## src/rtl/mux_scan_ctrl_pkg.sv

```systemverilog
// Shared definitions for the mux scan controller: FSM states, channel count, default settle time.
package mux_scan_defs;

  typedef enum logic [1:0] {
    IDLE   = 2'd0,
    SETUP  = 2'd1,
    SAMPLE = 2'd2,
    DONE   = 2'd3
  } state_t;

  localparam int unsigned NCH        = 4;
  localparam int unsigned SETTLE_DEF = 1;
  localparam logic [1:0]  LAST_CH    = 2'(NCH - 1);

endpackage

```

## src/rtl/mux_scan_ctrl_if.sv

```systemverilog
// Control/data bundle between the scan controller (master) and the mux/consumer side (slave).
interface mux_scan_ctrl_if;
  import mux_scan_defs::*;

  logic           start;
  logic           cont;
  logic           mux_in;
  logic           ready;
  logic           s1;
  logic           s0;
  logic [NCH-1:0] data;
  logic           valid;
  logic           busy;

  modport master (
    input  start, cont, mux_in, ready,
    output s1, s0, data, valid, busy
  );

  modport slave (
    output start, cont, mux_in, ready,
    input  s1, s0, data, valid, busy
  );

endinterface

```

## src/rtl/mux_scan_ctrl_settle_timer.sv

```systemverilog
// Loadable down-counter that times the select-settle interval; zero flag marks expiry.
module settle_timer #(
  parameter int SW = 4
) (
  input  logic          clk,
  input  logic          rst,
  input  logic          load,
  input  logic [SW-1:0] load_val,
  input  logic          en,
  output logic          zero
);

  logic [SW-1:0] count;

  always_ff @(posedge clk) begin
    if (rst) begin
      count <= '0;
    end else if (load) begin
      count <= load_val;
    end else if (en && (count != '0)) begin
      count <= count - 1'b1;
    end
  end

  assign zero = (count == '0);

endmodule

```

## src/rtl/mux_scan_ctrl.sv

```systemverilog
// Scans a 4-to-1 mux channel by channel, lets each select settle, then presents the 4-bit frame.
module mux_scan_ctrl
  import mux_scan_defs::*;
#(
  parameter int SETTLE = SETTLE_DEF,
  parameter int SW     = 4
) (
  input  logic            clk,
  input  logic            rst,
  mux_scan_ctrl_if.master bus
);

  state_t         state, state_nxt;
  logic [1:0]     ch, ch_nxt;
  logic [1:0]     sel_q, sel_nxt;
  logic [NCH-1:0] shadow, shadow_nxt;
  logic [NCH-1:0] data_q, data_nxt;
  logic           valid_q, valid_nxt;
  logic           busy_q, busy_nxt;
  logic           t_load, t_en, t_zero;

  settle_timer #(.SW(SW)) u_timer (
    .clk      (clk),
    .rst      (rst),
    .load     (t_load),
    .load_val (SW'(SETTLE - 1)),
    .en       (t_en),
    .zero     (t_zero)
  );

  always_ff @(posedge clk) begin
    if (rst) begin
      state   <= IDLE;
      ch      <= '0;
      sel_q   <= '0;
      shadow  <= '0;
      data_q  <= '0;
      valid_q <= 1'b0;
      busy_q  <= 1'b0;
    end else begin
      state   <= state_nxt;
      ch      <= ch_nxt;
      sel_q   <= sel_nxt;
      shadow  <= shadow_nxt;
      data_q  <= data_nxt;
      valid_q <= valid_nxt;
      busy_q  <= busy_nxt;
    end
  end

  always_comb begin
    state_nxt  = state;
    ch_nxt     = ch;
    sel_nxt    = sel_q;
    shadow_nxt = shadow;
    data_nxt   = data_q;
    valid_nxt  = valid_q;
    t_load     = 1'b0;
    t_en       = 1'b0;

    unique case (state)
      IDLE: begin
        if (bus.start) begin
          state_nxt = SETUP;
          ch_nxt    = '0;
          sel_nxt   = '0;
          t_load    = 1'b1;
        end
      end
      SETUP: begin
        if (t_zero) state_nxt = SAMPLE;
        else        t_en      = 1'b1;
      end
      SAMPLE: begin
        // The select only moves on SETUP entry, so mux_in here always belongs to ch.
        shadow_nxt[ch] = bus.mux_in;
        if (ch == LAST_CH) begin
          state_nxt = DONE;
          data_nxt  = shadow_nxt;
          valid_nxt = 1'b1;
        end else begin
          state_nxt = SETUP;
          ch_nxt    = ch + 2'd1;
          sel_nxt   = ch + 2'd1;
          t_load    = 1'b1;
        end
      end
      DONE: begin
        if (bus.ready) begin
          valid_nxt = 1'b0;
          if (bus.cont) begin
            state_nxt = SETUP;
            ch_nxt    = '0;
            sel_nxt   = '0;
            t_load    = 1'b1;
          end else begin
            state_nxt = IDLE;
          end
        end
      end
      default: state_nxt = IDLE;
    endcase

    busy_nxt = (state_nxt != IDLE);
  end

  assign bus.s1    = sel_q[1];
  assign bus.s0    = sel_q[0];
  assign bus.data  = data_q;
  assign bus.valid = valid_q;
  assign bus.busy  = busy_q;

endmodule

```

## src/flat_wrapper.sv

```systemverilog
// flat-port wrapper written by rule: the top's interface ports become plain ports
module mux_scan_ctrl_flat import mux_scan_defs::*;
#(
  parameter int SETTLE = SETTLE_DEF,
  parameter int SW     = 4
)
  (clk, rst, bus_start, bus_cont, bus_mux_in, bus_ready, bus_s1, bus_s0, bus_data, bus_valid, bus_busy);
  mux_scan_ctrl_if bus_i ();
  input  logic clk;
  input  logic rst;
  input wire logic [$bits(bus_i.start)-1:0] bus_start;
  input wire logic [$bits(bus_i.cont)-1:0] bus_cont;
  input wire logic [$bits(bus_i.mux_in)-1:0] bus_mux_in;
  input wire logic [$bits(bus_i.ready)-1:0] bus_ready;
  output wire logic [$bits(bus_i.s1)-1:0] bus_s1;
  output wire logic [$bits(bus_i.s0)-1:0] bus_s0;
  output wire logic [$bits(bus_i.data)-1:0] bus_data;
  output wire logic [$bits(bus_i.valid)-1:0] bus_valid;
  output wire logic [$bits(bus_i.busy)-1:0] bus_busy;
  assign bus_i.start = bus_start;
  assign bus_i.cont = bus_cont;
  assign bus_i.mux_in = bus_mux_in;
  assign bus_i.ready = bus_ready;
  assign bus_s1 = bus_i.s1;
  assign bus_s0 = bus_i.s0;
  assign bus_data = bus_i.data;
  assign bus_valid = bus_i.valid;
  assign bus_busy = bus_i.busy;
  mux_scan_ctrl #(.SETTLE(SETTLE), .SW(SW)) u_core (.clk(clk), .rst(rst), .bus(bus_i));
endmodule
```

## config.mk

```make
export PLATFORM = sky130hd
export DESIGN_NAME = mux_scan_ctrl_flat
export DESIGN_NICKNAME = d
export VERILOG_FILES = /design/src/rtl/mux_scan_ctrl_pkg.sv /design/src/rtl/mux_scan_ctrl_if.sv /design/src/rtl/mux_scan_ctrl_settle_timer.sv /design/src/rtl/mux_scan_ctrl.sv /design/src/flat_wrapper.sv
export SDC_FILE = /design/constraint.sdc
export NUM_CORES = 1
export LEC_CHECK = 0
export ABC_CLOCK_PERIOD_IN_PS = 2400
export BUFFER_PORTS_ARGS = -buffer_cell sky130_fd_sc_hd__buf_2
export CELL_PAD_IN_SITES_DETAIL_PLACEMENT = 1
export CELL_PAD_IN_SITES_GLOBAL_PLACEMENT = 1
export CORE_AREA = 2 2 59 47
export DETAILED_ROUTE_END_ITERATION = 6
export DIE_AREA = 0 0 61 49
export MAX_ROUTING_LAYER = met4
export PLACE_DENSITY = 0.79
export SYNTH_ARGS = -nofsm -noshare
export SYNTH_HDL_FRONTEND = slang
export SYNTH_HIERARCHICAL = 1
export SYNTH_SLANG_ARGS = --single-unit
```

## constraint.sdc

```tcl
create_clock -name clk -period 2.4 [get_ports clk]
set_input_delay 0.12 -clock clk [delete_from_list [all_inputs] [get_ports clk]]
set_output_delay 0.12 -clock clk [all_outputs]
set_load 0.01 [all_outputs]
```

## After elaboration in Yosys (flattened, before gate mapping)

Index checks and enable logic that the tools add are counted.

| storage, ports and cells | value |
|---|---|
| flip-flop bits (word level) | 18 |
| output and inout port bits | 8 |
| word-level logic and storage cells | 56 |

| cells by class | value |
|---|---|
| add/subtract/negate cells | 2 |
| magnitude comparators | 2 |
| equality and inequality tests | 9 |
| mux-type cells | 24 |
| reductions and logical operators | 12 |

Operators with widths:

| cell | number |
|---|---|
| $mux W2 | 8 |
| $mux W1 | 10 |
| $ne A2 B2 Y1 const B | 4 |
| $pmux W2 S4 | 1 |
| $eq A2 B2 Y1 const B | 3 |
| $pmux W2 S3 | 1 |
| $reduce_and A5 Y1 | 1 |
| $bwmux W4 | 1 |
| $logic_not A4 Y1 | 1 |
| $reduce_bool A2 Y1 | 2 |
| $reduce_bool A4 Y1 | 1 |
| $sub A4 B1 Y4 const B | 1 |
| $lt A2 B3 Y1 const B | 1 |
| $pmux W1 S3 | 1 |
| $reduce_and A3 Y1 | 1 |
| $reduce_bool A3 Y1 | 1 |
| $add A2 B1 Y2 const B | 1 |
| $demux W1 S2 | 1 |
| $eq A2 B1 Y1 const B | 1 |
| $ge A2 B1 Y1 const B | 1 |
| $logic_and A1 B1 Y1 | 2 |
| $logic_not A2 Y1 | 1 |
| $ne A2 B1 Y1 const B | 1 |
| $pmux W1 S2 | 1 |
| other kinds (2) | 2 |

## Depth between registers and ports, before layout

Gate-level depths: netlist of run 1.

| depth | value |
|---|---|
| depth in word-level cells | 5 |
| depth in mapped cells | 8 |

## By module

Netlist of run 1, hierarchy kept.

Modules (own cells, without submodules):

| module | instances | cells an instance | area each (um2) | sequential area each (um2) |
|---|---|---|---|---|
| mux_scan_ctrl | 1 | 80 | 693.2 | 260.2 |
| settle_timer | 1 | 29 | 262.8 | 80.1 |

## Least setup slack after synthesis of run 1

OpenSTA, ideal clock, no wires.

| timing path | value |
|---|---|
| path kind | reg-to-reg |
| start point | reg u_core.u_timer.count[1] |
| end point | reg u_core.u_timer.count[3] |
| setup time | 0.126 ns |
| data arrival time | 2.044 ns |
| data required time | 2.274 ns |
| setup slack | 0.230 ns |
| cell stages (with the launch flop) | 9 |
| cell sequence | dfxtp_1 -> inv_1 -> ha_1 -> or3b_4 -> inv_1 -> nor3_1 -> nor4b_2 -> mux2i_1 -> a211oi_1 |

| between the ends | value |
|---|---|
| cells in the longest elaborated chain, start to end | 4 |

RTL lines:

| item | line | text |
|---|---|---|
| from (decl) | mux_scan_ctrl_settle_timer.sv:13 | `logic [SW-1:0] count;` |
| from (signal assigned) | mux_scan_ctrl_settle_timer.sv:19 | `count <= load_val;` |
| from (signal assigned) | mux_scan_ctrl_settle_timer.sv:21 | `count <= count - 1'b1;` |
| $logic_not A4 Y1 | mux_scan_ctrl_settle_timer.sv:25 | `assign zero = (count == '0);` |
| named net u_core.t_zero | mux_scan_ctrl.sv:20 | `logic t_load, t_en, t_zero;` |
| $mux W1 | mux_scan_ctrl.sv:71 | `if (t_zero) state_nxt = SAMPLE;` |
| $mux W1 | mux_scan_ctrl.sv:61 | `unique case (state)` |
| named net u_core.t_en | mux_scan_ctrl.sv:20 |  |
| $logic_and A1 B1 Y1 | mux_scan_ctrl_settle_timer.sv:20 | `end else if (en && (count != '0)) begin` |

The timed path passes the listed nets, and every way through them passes these cells.
A chain may end at the register's enable or synchronous reset.

## Final worst setup path of run 1

Ends and elaborated chain as after synthesis.

==> results.tsv, run 1 <==
stage	metric	value	unit
timing	Layout Skew	1.32	ps
clock_network	Worst-Skew Late Latency	290	ps
worst_setup_path	CP Max Fanout	5	
power	Pleak	0.000466	µW
synthesis	adder-cell area share of the yosys netlist	7.85	%
clock_network	CTS buffer count	3	
global_route	first-pass GRT wire length	3750	µm
floorplan	die width	61	µm
detailed_routing	DR WL/cell	13.2	µm
placement	IO buf count	13	
power	Pwr Density	633	mW/mm²
clock_network	clock sink total	17	
detailed_routing	met1 WL	1050	µm
floorplan	Starting Density	38.8	%
floorplan	row count	16	
global_route	vias in the first global route	849	
timing	Fin Setup TNS	0	ps
synthesis	post-synthesis compound-gate area fraction	17.7	%
detailed_routing	Highest Signal Layer	met4	
timing	unrepaired setup endpoints after global routing	false	
worst_setup_path	CP Capture Type	flip-flop	
timing	Tcrit/Tclk final	83.9	%
clock_network	Clock Pin Slew Worst Setup and Hold Paths	100	ps
floorplan	core box area	0.00246	mm²
worst_hold_path	worst hold path class	in2reg	
detailed_routing	wire length on met2	1010	µm
job	max cap viols	0	
layout	ratio of cells with drive above 1 in the final layout	17.5	%
clock_network	# hold bufs at CTS	0	
global_route	initial antenna violation count	0	
placement	post-detail-place hpwl	1600	µm
synthesis	part of the Yosys area used for sequential elements	35.6	%
worst_setup_path	CP startpoint kind	flip-flop	
clock_network	CTS root buf	clkbuf_4	
clock_network	Post-CTS Setup Repair Bufs	0	
placement	GP Congestion	0.791	
outcome	outcome	complete, no violations	
worst_setup_path	Data required, critical path	2600	ps
detailed_routing	drt drc	0	
floorplan	io pins	14	
detailed_routing	routed length on met3	79	µm
synthesis	Synth cell types	34	
timing	f_max	497	MHz
detailed_routing	Total Wirelength	2140	µm
worst_setup_path	Crit Path Class	reg2reg	
floorplan	die footprint	0.00299	mm²
floorplan	Die Ht	49	µm
clock_network	CTS HTree Levels	1	
synthesis	number of synthesized register bits	17	
detailed_routing	DR vias/cell	5.12	
layout	area grow syn2layout	14.3	%
clock_network	clk buf depth	2	
timing	final hold violation count	0	
layout	nets	139	
global_route	largest net degree at the start of global routing	20	
synthesis	largest family of logic cells by synthesized area	simple AND/OR/NAND/NOR gates	
global_route	grt ovf	0	
synthesis	area of the mapped netlist	956	µm²
detailed_routing	Pre-antenna DRT Iters	4	
synthesis	post-synthesis xor/xnor area fraction	0	%
clock_network	CTS tree	done	
clock_network	CTS resizes	0	
detailed_routing	vias	829	
synthesis	Ys Warns	6	
power	maximum vdd ir drop	0.381	mV
synthesis	mux contribution to synthesized area	7.33	%
timing	min cycle time layout	2010	ps
timing	Final Hold Slack	131	ps
synthesis	Post-Synthesis Cells	109	
layout	Ant. Diodes	0	
worst_setup_path	Data arrival, critical path	2220	ps
synthesis	Simple-Gate Fraction of Synth Area	26.0	%
detailed_routing	Post-DRT Antenna Nets	0	
detailed_routing	DRT iter0 DRCs	10	
timing	Worst slew margin	62.7	%
synthesis	Avg Cell Area, Syn	8.77	µm²
timing	Least-Margin Pin Slew	558	ps
timing	final max-slew violation count	0	
timing	# setup viols final	0	
global_route	total track usage	16.8	%
layout	fillers	305	
-- worst max-delay path, cell delays in order (launching register included) --
cell	delay [ps]
dfxtp_1	360
inv_1	90
ha_1	230
or3b_4	280
inv_1	80
nor3_1	210
nor4b_2	310
mux2i_1	120
a211oi_1	250
-- cells by family (layout without fill, tap and decap cells) --
family	count (synthesis)	in the layout
AOI/OAI and AO/OA	21	21
adders and majority gates	6	6
buffers and inverters	12	26
DFF	17	17
muxes	7	7
other	1	4
and+or+nand+nor	45	45
-- path summary, 6_finish.rpt --
kind	end	startpoint	cells past startpoint	slack, ps
max	u_core/u_timer/count[3]	u_core/u_timer/count[1]	8	390
max reg2reg	u_core/u_timer/count[3]	u_core/u_timer/count[1]	8	390
min	u_core/state[0]	bus_cont	3	130
min reg2reg	u_core/bus.data[3]	u_core/bus.data[3]	2	480
-- flip-flops by register name, indices dropped and copies added (netlist names) --
| register | cells |
|---|---|
| u_core/shadow | 3 |
| u_core/bus.busy | 1 |
| u_core/bus.data | 4 |
| u_core/sel_q | 2 |
| u_core/state | 2 |
| u_core/bus.valid | 1 |
| u_core/u_timer/count | 4 |
-- final cells by class --
type                            instances  area [µm²]  share of cell area (%)
Inverter                                8        30.0                    2.75
Clock buffer                            4        26.3                    2.41
Sequential cell                        17         340                    31.2
Tap cell                               36        45.0                    4.12
Timing Repair Buffer                   14        72.6                    6.64
Multi-Input combinational cell         83         578                    52.9
-- cell usage in the layout (no fill, tap or decap), types with 2 or more instances in the layout --
cell      netlist  routed
nor2_1         16      16
or2_2           2       2
nand3b_1        4       4
and3b_1         2       2
conb_1          1       4
o21ai_0         2       2
inv_1           8       8
a211oi_1        4       4
nor3_1          2       2
nand4_1         2       2
a21oi_1         4       4
or3b_1          2       2
a311oi_1        2       2
nand2_1         9       9
buf_2           3      13
ha_1            6       6
mux2i_1         7       7
clkbuf_4        0       3
dfxtp_1        17      17
-- synth_stat cells, drive strengths merged --
| cell type | n | area (µm²) |
|---|---|---|
| dfxtp | 17 | 340 |
| or2 | 2 | 12.5 |
| nand2 | 9 | 33.8 |
| a211oi | 4 | 30.0 |
| a41oi | 1 | 8.76 |
| a21oi | 4 | 20.0 |
| o21ai | 2 | 10.0 |
| a2bb2oi | 1 | 8.76 |
| inv | 8 | 30.0 |
| conb | 1 | 3.75 |
| nor2 | 16 | 60.1 |
| or3b | 3 | 28.8 |
| o22ai | 1 | 6.26 |
| nand4 | 2 | 12.5 |
| and3 | 1 | 6.26 |
| a311oi | 2 | 17.5 |
| o2111ai | 1 | 8.76 |
| nand3b | 4 | 30.0 |
| a31oi | 1 | 6.26 |
| nor3 | 2 | 10.0 |
| and3b | 2 | 17.5 |
| a2111oi | 1 | 27.5 |
| mux2i | 7 | 70.1 |
| a311o | 1 | 10.0 |
| clkbuf | 1 | 3.75 |
| ha | 6 | 75.1 |
| o31ai | 1 | 7.51 |
| nor4b | 2 | 23.8 |
| nand4b | 1 | 8.76 |
| buf | 3 | 15.0 |
| nand3 | 1 | 5.00 |
| a21o | 1 | 7.51 |
-- metrics by stage --
step	area (µm²)	utilization (%)	power, µW	setup WS, ps	std cells
3_3_place_gp	1070	43.3	530	519	158
2_1_floorplan	967	-	487	230	112
5_1_grt	1090	44.4	744	255	162
3_5_place_dp	1070	43.3	545	385	158
6_report	1090	44.4	691	387	162
4_1_cts	1090	44.4	704	365	162
-- metal layers --
metal  up-vias  track usage, %
met5         -               -
met4         0            2.17
met3         2            4.77
met2        12            27.2
met1       393            21.2
li1        422               -
-- power breakdown --
group / leakage [µW] / switching, µW / internal, µW
Sequential: 0.000139 / 38.5 / 307
Clock: 0.0000150 / 87.9 / 64.6
Combinational: 0.000312 / 108 / 85.7
(Power assumes the default switching activity.)
==> run 2, diff against run 1 <==
- ABC_CLOCK_PERIOD_IN_PS: 2400 -> 1600
- CORE_AREA: 2 2 59 47 -> 2 2 62 50
- DIE_AREA: 0 0 61 49 -> 0 0 64 52
- PLACE_DENSITY: 0.79 -> 0.74
- clock period: 2.4 -> 1.6 ns (I/O delays scaled with it)
==> run 2 against run 1 <==
The flow now finishes with violations (setup timing). Via count rose by 7.7%. Non-clock buffer count rose by 16. Global-route usage rose by 0.17 points. Die area rose by 11%. Core utilization rose by 1.9 points. Critical endpoint is now u_core/u_timer/count[1]. Largest cell class unchanged.
==> results.tsv, run 2 (synthesis gave the netlist of run 1 again) <==
stage	metric	value	unit
detailed_routing	Pre-antenna DRT Iters	4	
power	Pwr Density	980	mW/mm²
layout	ratio of cells with drive above 1 in the final layout	33.8	%
layout	area grow syn2layout	32.9	%
worst_setup_path	crit path max-delay cell type	or3b_4	
timing	f_max	596	MHz
global_route	first-pass GRT wire length	4170	µm
placement	IO buf count	13	
floorplan	Die Ht	52	µm
clock_network	clock sink total	17	
global_route	grt ovf	0	
detailed_routing	Total Wirelength	2400	µm
floorplan	io pins	14	
layout	Util after Layout	46.3	%
global_route	vias in the first global route	911	
detailed_routing	Post-DRT Antenna Nets	0	
worst_hold_path	Hold Path Depth	3	
timing	Layout Skew	2.02	ps
worst_setup_path	CP Max Fanout	6	
worst_setup_path	Crit Path Class	reg2reg	
detailed_routing	DRT iter0 DRCs	7	
placement	GP Congestion	0.820	
clock_network	CTS tree	done	
power	Pleak	0.000551	µW
floorplan	die footprint	0.00333	mm²
layout	nets	155	
worst_setup_path	CP Cell Sequence	inv_2 -> ha_4 -> or3b_4 -> inv_4 -> nor3_4 -> buf_4 -> a2111oi_4 -> a311o_1	
placement	post-detail-place hpwl	1830	µm
global_route	largest net degree at the start of global routing	20	
clock_network	Worst-Skew Late Latency	290	ps
layout	Ant. Diodes	0	
worst_setup_path	Worst path depth	8	
clock_network	CTS buffer count	3	
timing	Final Hold Slack	92.0	ps
floorplan	core box area	0.00274	mm²
clock_network	clk buf depth	2	
power	Final Power	1240	µW
worst_hold_path	worst hold path class	in2reg	
worst_setup_path	Data arrival, critical path	1920	ps
floorplan	row count	17	
floorplan	Starting Density	34.8	%
job	max cap viols	0	
timing	# setup viols final	5	
clock_network	Clock Pin Slew Worst Setup and Hold Paths	100	ps
worst_setup_path	Data required, critical path	1840	ps
outcome	failing checks	setup timing	
worst_setup_path	Buf/Inv on CP	3	
timing	final hold violation count	0	
global_route	initial antenna violation count	0	
timing	final max-slew violation count	0	
layout	most frequent cells in the layout	16 x buf_4, 16 x nor2_1, 15 x dfxtp_1, 13 x buf_2, 9 x nand2_1	
worst_setup_path	delay-heaviest family, CP	simple AND/OR/NAND/NOR gates	
worst_setup_path	CP startpoint kind	flip-flop	
global_route	total track usage	16.9	%
clock_network	CTS root buf	clkbuf_4	
worst_setup_path	reg2reg setup slack	-80	ps
clock_network	CTS HTree Levels	1	
timing	unrepaired setup endpoints after global routing	true	
floorplan	die width	64	µm
clock_network	# hold bufs at CTS	0	
worst_setup_path	CP Capture Type	flip-flop	
timing	Final WS setup	-77.1	ps
timing	min cycle time layout	1680	ps
power	maximum vdd ir drop	0.581	mV
worst_setup_path	reg2reg path depth	8	
timing	Tcrit/Tclk final	105	%
detailed_routing	vias	893	
detailed_routing	DR vias/cell	4.96	
worst_setup_path	CP max stage delay	390	ps
detailed_routing	DR WL/cell	13.3	µm
detailed_routing	drt drc	0	
outcome	outcome	complete, but fails checks	
## run 2: cell types whose count changed in the layout (fill, tap and decap cells not counted), sizes merged
cell / delta
buf: +16
## run 2: power breakdown
group,switching (µW),internal [µW]
registers,26.4,462
clock network,140,97.1
logic,256,263
total,422,822
## run 2: final cells by class
class	instances	area [µm²]
Tap cell	38	47.5
Sequential cell	17	343
Timing Repair Buffer	30	196
Multi-Input combinational cell	83	624
Fill cell	324	1470
Clock buffer	4	26.3
Inverter	8	32.5
## run 2: what timing repair did
item | in CTS | in global routing
gates resized for setup | 0 | 4
gates cloned | 0 | 0
pin swaps | 2 | 1
setup buffers | 1 | 0
endpoints found under the setup margin | 4 | 8
## run 2: path summary, 6_finish.rpt
check                            endpoint               startpoint
setup / recovery  u_core/u_timer/count[1]  u_core/u_timer/count[1]
hold / removal         u_core/bus.data[3]               bus_mux_in
hold reg to reg        u_core/bus.data[3]       u_core/bus.data[3]
setup reg to reg  u_core/u_timer/count[1]  u_core/u_timer/count[1]
## run 2: metrics by stage
| stage | setup TNS [ps] | worst slack (ps) | area (µm²) | instances |
|---|---|---|---|---|
| after floorplan | -246 | -197 | 1000 | 112 |
| after global placement | -10.9 | -9.85 | 1220 | 175 |
| after detailed placement | -217 | -69.4 | 1220 | 175 |
| after CTS | -307 | -87.3 | 1250 | 180 |
| after global routing | -865 | -181 | 1270 | 180 |
| final | -268 | -77.1 | 1270 | 180 |
## run 2: worst reg2reg max path: stages, from the launching register on
cell and delay [ps]:
dfxtp_2 340, inv_2 70, ha_4 130, or3b_4 390
inv_4 80, nor3_4 50, buf_4 160, a2111oi_4 270
a311o_1 140
## run 2: layer usage
| layer | track usage (%) | share of wire (%) | vias up |
|---|---|---|---|
| li1 | - | - | 454 |
| met3 | 4.55 | 3.3 | 2 |
| met2 | 27.4 | 47 | 12 |
| met5 | - | 0 | - |
| met4 | 6.52 | 1.0 | 0 |
| met1 | 20.3 | 49 | 425 |
